[config.mk]
export PLATFORM = sky130hd
export DESIGN_NAME = scramble_generator_flat
export DESIGN_NICKNAME = d
export VERILOG_FILES = /design/src/rtl/scramble_generator_if.sv /design/src/rtl/scramble_generator.sv /design/src/flat_wrapper.sv
export SDC_FILE = /design/constraint.sdc
export NUM_CORES = 1
export LEC_CHECK = 0
export CORE_ASPECT_RATIO = 1.25
export CORE_MARGIN = 5
export CORE_UTILIZATION = 58
export DETAILED_ROUTE_END_ITERATION = 6
export PLACE_DENSITY = 0.79
export REMOVE_ABC_BUFFERS = 1
export SETUP_SLACK_MARGIN = 0.4
export SYNTH_ARGS = -nofsm -noshare
export SYNTH_HDL_FRONTEND = slang
export SYNTH_SLANG_ARGS = --single-unit
[constraint.sdc]
create_clock -name clk -period 3.6 [get_ports clk]
set_clock_uncertainty 0.15 [all_clocks]
set_input_delay 0.54 -clock clk [delete_from_list [all_inputs] [get_ports clk]]
set_output_delay 0.54 -clock clk [all_outputs]
set_load 0.005 [all_outputs]
[src/rtl/scramble_generator_if.sv]
// Request/abort controls and the valid/ready move stream between the scramble
// generator (master) and the controller plus puzzle-state consumer (slave).
interface scramble_generator_if;
    logic       RandomPlease;
    logic       abort;
    logic       move_ready;
    logic       move_valid;
    logic [2:0] move_code;
    logic       busy;
    logic       done;

    modport master (
        input  RandomPlease,
        input  abort,
        input  move_ready,
        output move_valid,
        output move_code,
        output busy,
        output done
    );

    modport slave (
        output RandomPlease,
        output abort,
        output move_ready,
        input  move_valid,
        input  move_code,
        input  busy,
        input  done
    );
endinterface

[src/rtl/scramble_generator.sv]
// Issues RandNum pseudo-random cube moves per request over a valid/ready stream,
// never emitting a move that immediately undoes the previous one.
module scramble_generator #(
    parameter int unsigned RandNum = 31,
    parameter logic [15:0] SEED    = 16'hACE1
) (
    input  logic                  clk,
    input  logic                  rst_n,
    scramble_generator_if.master  bus
);

    localparam logic [15:0] LfsrInit   = (SEED == 16'h0000) ? 16'h0001 : SEED;
    localparam logic [15:0] LfsrMask   = 16'hB400;
    localparam logic [7:0]  MovesTotal = 8'(RandNum);
    localparam logic [2:0]  PrevNone   = 3'd7;

    typedef enum logic [1:0] {
        IDLE,
        GEN,
        PRESENT,
        DONE
    } state_t;

    state_t      state_q;
    logic [15:0] lfsr_q;
    logic [15:0] lfsr_d;
    logic [7:0]  count_q;
    logic [2:0]  prev_q;
    logic        rp_prev_q;
    logic        valid_q;
    logic [2:0]  code_q;
    logic        done_q;

    logic [2:0]  cand;
    logic        cand_ok;
    logic        req_rise;

    // Free-running Galois LFSR; it runs in every state so request timing adds entropy.
    always_comb begin
        lfsr_d = {1'b0, lfsr_q[15:1]} ^ (lfsr_q[0] ? LfsrMask : 16'h0000);
    end

    // "None" (7) can never match a flipped legal candidate, so the first move is unrestricted.
    assign cand     = lfsr_q[2:0];
    assign cand_ok  = (cand < 3'd6) && ((cand ^ 3'd1) != prev_q);
    assign req_rise = bus.RandomPlease && !rp_prev_q;

    always_ff @(posedge clk or negedge rst_n) begin
        if (!rst_n) begin
            state_q   <= IDLE;
            lfsr_q    <= LfsrInit;
            count_q   <= 8'd0;
            prev_q    <= PrevNone;
            rp_prev_q <= 1'b0;
            valid_q   <= 1'b0;
            code_q    <= 3'd0;
            done_q    <= 1'b0;
        end else begin
            lfsr_q    <= lfsr_d;
            rp_prev_q <= bus.RandomPlease;
            done_q    <= 1'b0;
            if (state_q == IDLE) begin
                if (req_rise && !bus.abort) begin
                    state_q <= GEN;
                    count_q <= 8'd0;
                    prev_q  <= PrevNone;
                end
            end else if (bus.abort) begin
                // Abort discards everything, including a handshake landing on this edge.
                state_q <= IDLE;
                valid_q <= 1'b0;
            end else begin
                case (state_q)
                    GEN: begin
                        if (cand_ok) begin
                            code_q  <= cand;
                            valid_q <= 1'b1;
                            state_q <= PRESENT;
                        end
                    end
                    PRESENT: begin
                        if (bus.move_ready) begin
                            count_q <= count_q + 8'd1;
                            prev_q  <= code_q;
                            valid_q <= 1'b0;
                            if (count_q + 8'd1 == MovesTotal) begin
                                state_q <= DONE;
                                done_q  <= 1'b1;
                            end else begin
                                state_q <= GEN;
                            end
                        end
                    end
                    DONE: begin
                        state_q <= IDLE;
                    end
                    default: begin
                        state_q <= IDLE;
                    end
                endcase
            end
        end
    end

    assign bus.move_valid = valid_q;
    assign bus.move_code  = code_q;
    assign bus.busy       = (state_q != IDLE);
    assign bus.done       = done_q;

endmodule

[src/flat_wrapper.sv]
// flat-port wrapper written by rule: the top's interface ports become plain ports
module scramble_generator_flat 
#(
    parameter int unsigned RandNum = 31,
    parameter logic [15:0] SEED    = 16'hACE1
)
  (clk, rst_n, bus_RandomPlease, bus_abort, bus_move_ready, bus_move_valid, bus_move_code, bus_busy, bus_done);
  scramble_generator_if bus_i ();
  input  logic clk;
  input  logic rst_n;
  input wire logic [$bits(bus_i.RandomPlease)-1:0] bus_RandomPlease;
  input wire logic [$bits(bus_i.abort)-1:0] bus_abort;
  input wire logic [$bits(bus_i.move_ready)-1:0] bus_move_ready;
  output wire logic [$bits(bus_i.move_valid)-1:0] bus_move_valid;
  output wire logic [$bits(bus_i.move_code)-1:0] bus_move_code;
  output wire logic [$bits(bus_i.busy)-1:0] bus_busy;
  output wire logic [$bits(bus_i.done)-1:0] bus_done;
  assign bus_i.RandomPlease = bus_RandomPlease;
  assign bus_i.abort = bus_abort;
  assign bus_i.move_ready = bus_move_ready;
  assign bus_move_valid = bus_i.move_valid;
  assign bus_move_code = bus_i.move_code;
  assign bus_busy = bus_i.busy;
  assign bus_done = bus_i.done;
  scramble_generator #(.RandNum(RandNum), .SEED(SEED)) u_core (.clk(clk), .rst_n(rst_n), .bus(bus_i));
endmodule
==> summary.log <==
qor: power.internal-power 712 uW
qor: clock_tree.clk_root_buffer_cell clkbuf_4
qor: power.pwr-share-seq 47.2%
qor: worst_setup_path.timing.critical_path.slowest_cell_delay 0.51 ns
qor: clock_tree.postCtsSetupBuffers 0
qor: run_status.status finished, final reports clean
qor: yosys.synthDominantCellAreaShare 38.4%
qor: yosys.ys_warn_count 0
qor: die.rows 21
qor: worst_setup_path.timing_worst_setup_path_type register to output port
qor: worst_setup_path.startpoint_type register
qor: clock_tree.tritoncts.num_buffers 5
qor: power.comb_power_share 35.0%
qor: worst_setup_path.crit_path_cell_trace inv_1, ha_1, inv_1, clkdlybuf4s50_1
qor: route.routed_via_density 5.66
qor: power.p_clk_share 17.8%
qor: timing.max_freq 0.376 GHz
qor: route.first_pass_iters 4
qor: timing.unrepaired_setup_endpoints_after_global_routing no
qor: job.drv_cap 0
qor: final_layout.finalCoreUtilization 66.4%
qor: worst_setup_path.critPathBufInv 3
qor: timing.hold-worst-slack 0.211 ns
qor: yosys.mappedNetlistArea 1570 um2
qor: placement.port_buffers 10
qor: final_layout.final_layout_size_suffix_gt1_share 17.6%
qor: worst_setup_path.critical_path_fanouts_max 17
qor: timing.final.setup.tns 0 ns
qor: worst_hold_path.timing.hold.worst_path_depth 0
qor: yosys.synthArstFlopShare 100%
qor: die.start_util 59.6%
qor: yosys.synthCells 138
qor: worst_hold_path.worst_hold_path_type register to register
qor: yosys.ys_seq_area_share 56.8%
qor: global_route.gr-usage-all-layers 16.4%
qor: route.final_wirelength 2720 um
qor: route.ant_nets 0
qor: route.vias 1059
qor: die.chipHeight 68.1 um
qor: die.io_pins 11
qor: worst_setup_path.reg2reg_depth 7
qor: power.power_density 647 nW/um2
qor: clock_tree.clkLatencyLatePin 0.34 ns
qor: timing.hold_viol_final 0
qor: yosys.synthesized_area_per_cell 11.3 um2
qor: power.power.switching 418 uW
qor: placement.gp_routability_congestion 0.839
qor: global_route.grt_pass1_vias 995
qor: clock_tree.cts.reportedPaths.clkPinSlew 0.10 ns
qor: final_layout.fin_nets 163
qor: yosys.synth_edf_count 0
qor: placement.dp_slack 1.28 ns
qor: clock_tree.post_cts.resized_instances 0
qor: yosys.yosysTopAreaCell dfrtp_1
qor: worst_setup_path.critical-path-top-delay-family buffers and inverters
qor: global_route.grt_antenna_before_repair 0
qor: yosys.top_post_synthesis_cells_by_area dfrtp_1 (38%), dfstp_2 (18%), ha_1 (4.8%), nand2_1 (4.6%), o21ai_0 (4.5%)
qor: timing.worstMarginPinSlew 0.561 ns
qor: worst_setup_path.worstSetupEndpointType output port
qor: final_layout.n_fill_cell 220
qor: route.detailedRoute.firstIterationViolations 35
qor: route.routedWlPerCell 14.5 um
qor: timing.setup_slack 0.938 ns
qor: die.die_area 3840 um2
qor: timing.report.final.setup_viol 0
qor: final_layout.area.growth.synth_to_final 11.5%
qor: clock_tree.tritoncts_clock_tree done
qor: worst_setup_path.worst_ep_required_time 2.91 ns
qor: power.p_sw_share 37.0%
qor: placement.dpl_cell_area 1690 um2
qor: global_route.grt_first_pass_wirelength 4570 um
qor: clock_tree.cts_sinks 35
qor: worst_setup_path.critPathSlowestCell ha_1
qor: final_layout.final_area 1750 um2
qor: yosys.synthDistinctLibCells 35
qor: worst_setup_path.cp_common_cell inv_1
qor: power.worst_ir_drop_vdd 0.000504 V
qor: global_route.largest_net_degree_at_the_start_of_global_routing 36
qor: die.placeableCoreArea 2630 um2
qor: placement.dp_hpwl 1910 um
qor: yosys.yosys_register_bits 35
qor: power.total_leakage_power 0.000793 uW
qor: die.floorplan.die.width 56.5 um
qor: timing.final.min_clock_period 2.66 ns
qor: timing.final_max_slew_viol_count 0
qor: clock_tree.clock_path_buffers 2
qor: route.drt_drc_violations_left 0
qor: global_route.grt_remaining_overflow 0
qor: clock_tree.cts_hold_buf 0
qor: final_layout.antenna_cells 0
qor: timing.post_route_clock_period_utilization 73.9%
qor: yosys.postSynth.topFlopCell dfrtp_1
qor: worst_setup_path.cp.arrival 1.97 ns
qor: worst_setup_path.cp_num_cells 4
qor: clock_tree.cts_htree_levels 2
qor: timing.slew-limit-headroom 62.6%
-- worst register-to-register path: cells and delay by family, from the launching register on --
family | cells | cell delay, ns
AOI/OAI and AO/OA | 3 | 0.58
adders and majority gates | 1 | 0.51
buffers and inverters | 1 | 0.12
DFF | 1 | 0.39
and+or+nand+nor | 2 | 0.54
-- placed cells by master, fill, tap and decap left out --
| cell type | count |
|---|---|
| o2bb2ai_1 | 1 |
| nand2b_1 | 2 |
| or3_1 | 1 |
| nor3_1 | 6 |
| nand2_1 | 19 |
| o31ai_1 | 1 |
| or2_2 | 1 |
| nand3b_1 | 2 |
| nor2b_1 | 2 |
| o31a_1 | 1 |
| xnor2_4 | 1 |
| ha_1 | 6 |
| clkbuf_4 | 5 |
| clkdlybuf4s50_1 | 10 |
| nor2_1 | 3 |
| and3_4 | 1 |
| nor2_2 | 1 |
| mux2i_1 | 2 |
| buf_4 | 1 |
| xor2_1 | 4 |
| and4b_1 | 1 |
| nor4_1 | 2 |
| clkbuf_1 | 1 |
| o221ai_1 | 1 |
| a22oi_1 | 1 |
| inv_1 | 5 |
| clkinv_2 | 1 |
| dfrtp_1 | 24 |
| clkinvlp_4 | 1 |
| nand3_1 | 4 |
| dfstp_2 | 11 |
| a21oi_1 | 8 |
| mux2_4 | 3 |
| and4_1 | 1 |
| o21ai_0 | 14 |
| a21o_1 | 3 |
| a221oi_2 | 1 |
| o21a_1 | 1 |
-- power groups by stage --
stage          sequential, uW  combinational (uW)  clock [uW]
5_1_grt                   541                 449         228
3_3_place_gp              533                 376           0
2_1_floorplan             523                 285           0
6_report                  533                 395         201
3_5_place_dp              538                 395           0
4_1_cts                   531                 398         213
-- cells in the mapped netlist, drive strengths merged (2+ instances only) --
cell type	instances
dfrtp	24
nand2	19
o21ai	14
dfstp	11
a21oi	8
ha	6
nor3	6
inv	5
nand3	4
nor2	4
xor2	4
a21o	3
clkbuf	3
mux2	3
mux2i	2
nand2b	2
nand3b	2
nor2b	2
nor4	2
-- layer usage --
layer,vias to the layer above,track usage [%],part of all wire (%)
met5,-,0,0
met4,0,9.79,2.4
met3,8,5.85,5.4
met2,24,27.0,50
met1,522,18.3,42
li1,505,-,-
-- path summary, 6_finish.rpt --
| kind | to | slack, ns | from |
|---|---|---|---|
| setup / recovery | bus_busy | 0.94 | u_core.state_q[0]$_DFFE_PN0P_ |
| hold / removal | u_core.lfsr_q[5]$_DFF_PN1_ | 0.21 | u_core.lfsr_q[6]$_DFF_PN1_ |
| setup reg to reg | u_core.count_q[3]$_DFFE_PN0P_ | 1.26 | u_core.state_q[0]$_DFFE_PN0P_ |
| hold reg to reg | u_core.lfsr_q[5]$_DFF_PN1_ | 0.21 | u_core.lfsr_q[6]$_DFF_PN1_ |
| max in group asynchronous | u_core.prev_q[0]$_DFFE_PN1P_ | 2.52 | rst_n |
| min in group asynchronous | u_core.count_q[2]$_DFFE_PN0P_ | 0.44 | rst_n |
-- state kept, by name, indices dropped and copies added, names as in the netlist --
| signal | cells |
|---|---|
| u_core.count_q | 8 |
| u_core.bus.done | 1 |
| u_core.lfsr_q | 16 |
| u_core.bus.move_code | 3 |
| u_core.rp_prev_q | 1 |
| u_core.prev_q | 3 |
| u_core.bus.move_valid | 1 |
| u_core.state_q | 2 |
-- per-stage QoR --
step                      std cells  power, uW
after floorplan                 134        807
after global placement          179        909
after detailed placement        179        933
after CTS                       187       1140
after global routing            187       1220
final                           187       1130
-- cell type report --
type | count | area (um2) | share of cell area (%)
timing repair buffer | 11 | 108 | 6.16
clock buffer | 6 | 41.3 | 2.37
tap | 34 | 42.5 | 2.44
sequential | 35 | 890 | 51.0
multi-input combinational | 94 | 633 | 36.3
inverter | 5 | 18.8 | 1.08
clock inverter | 2 | 12.5 | 0.717
-- cell families after synthesis --
| logic type | share of synthesized area [%] |
|---|---|
| xor+xnor | 4.00 |
| flops | 56.8 |
| compound gates | 12.6 |
| fa+ha+maj | 4.80 |
| mux | 4.16 |
| simple gates | 14.9 |
| buf+inv | 2.72 |
Note: power is estimated with default switching activity, not from simulation.
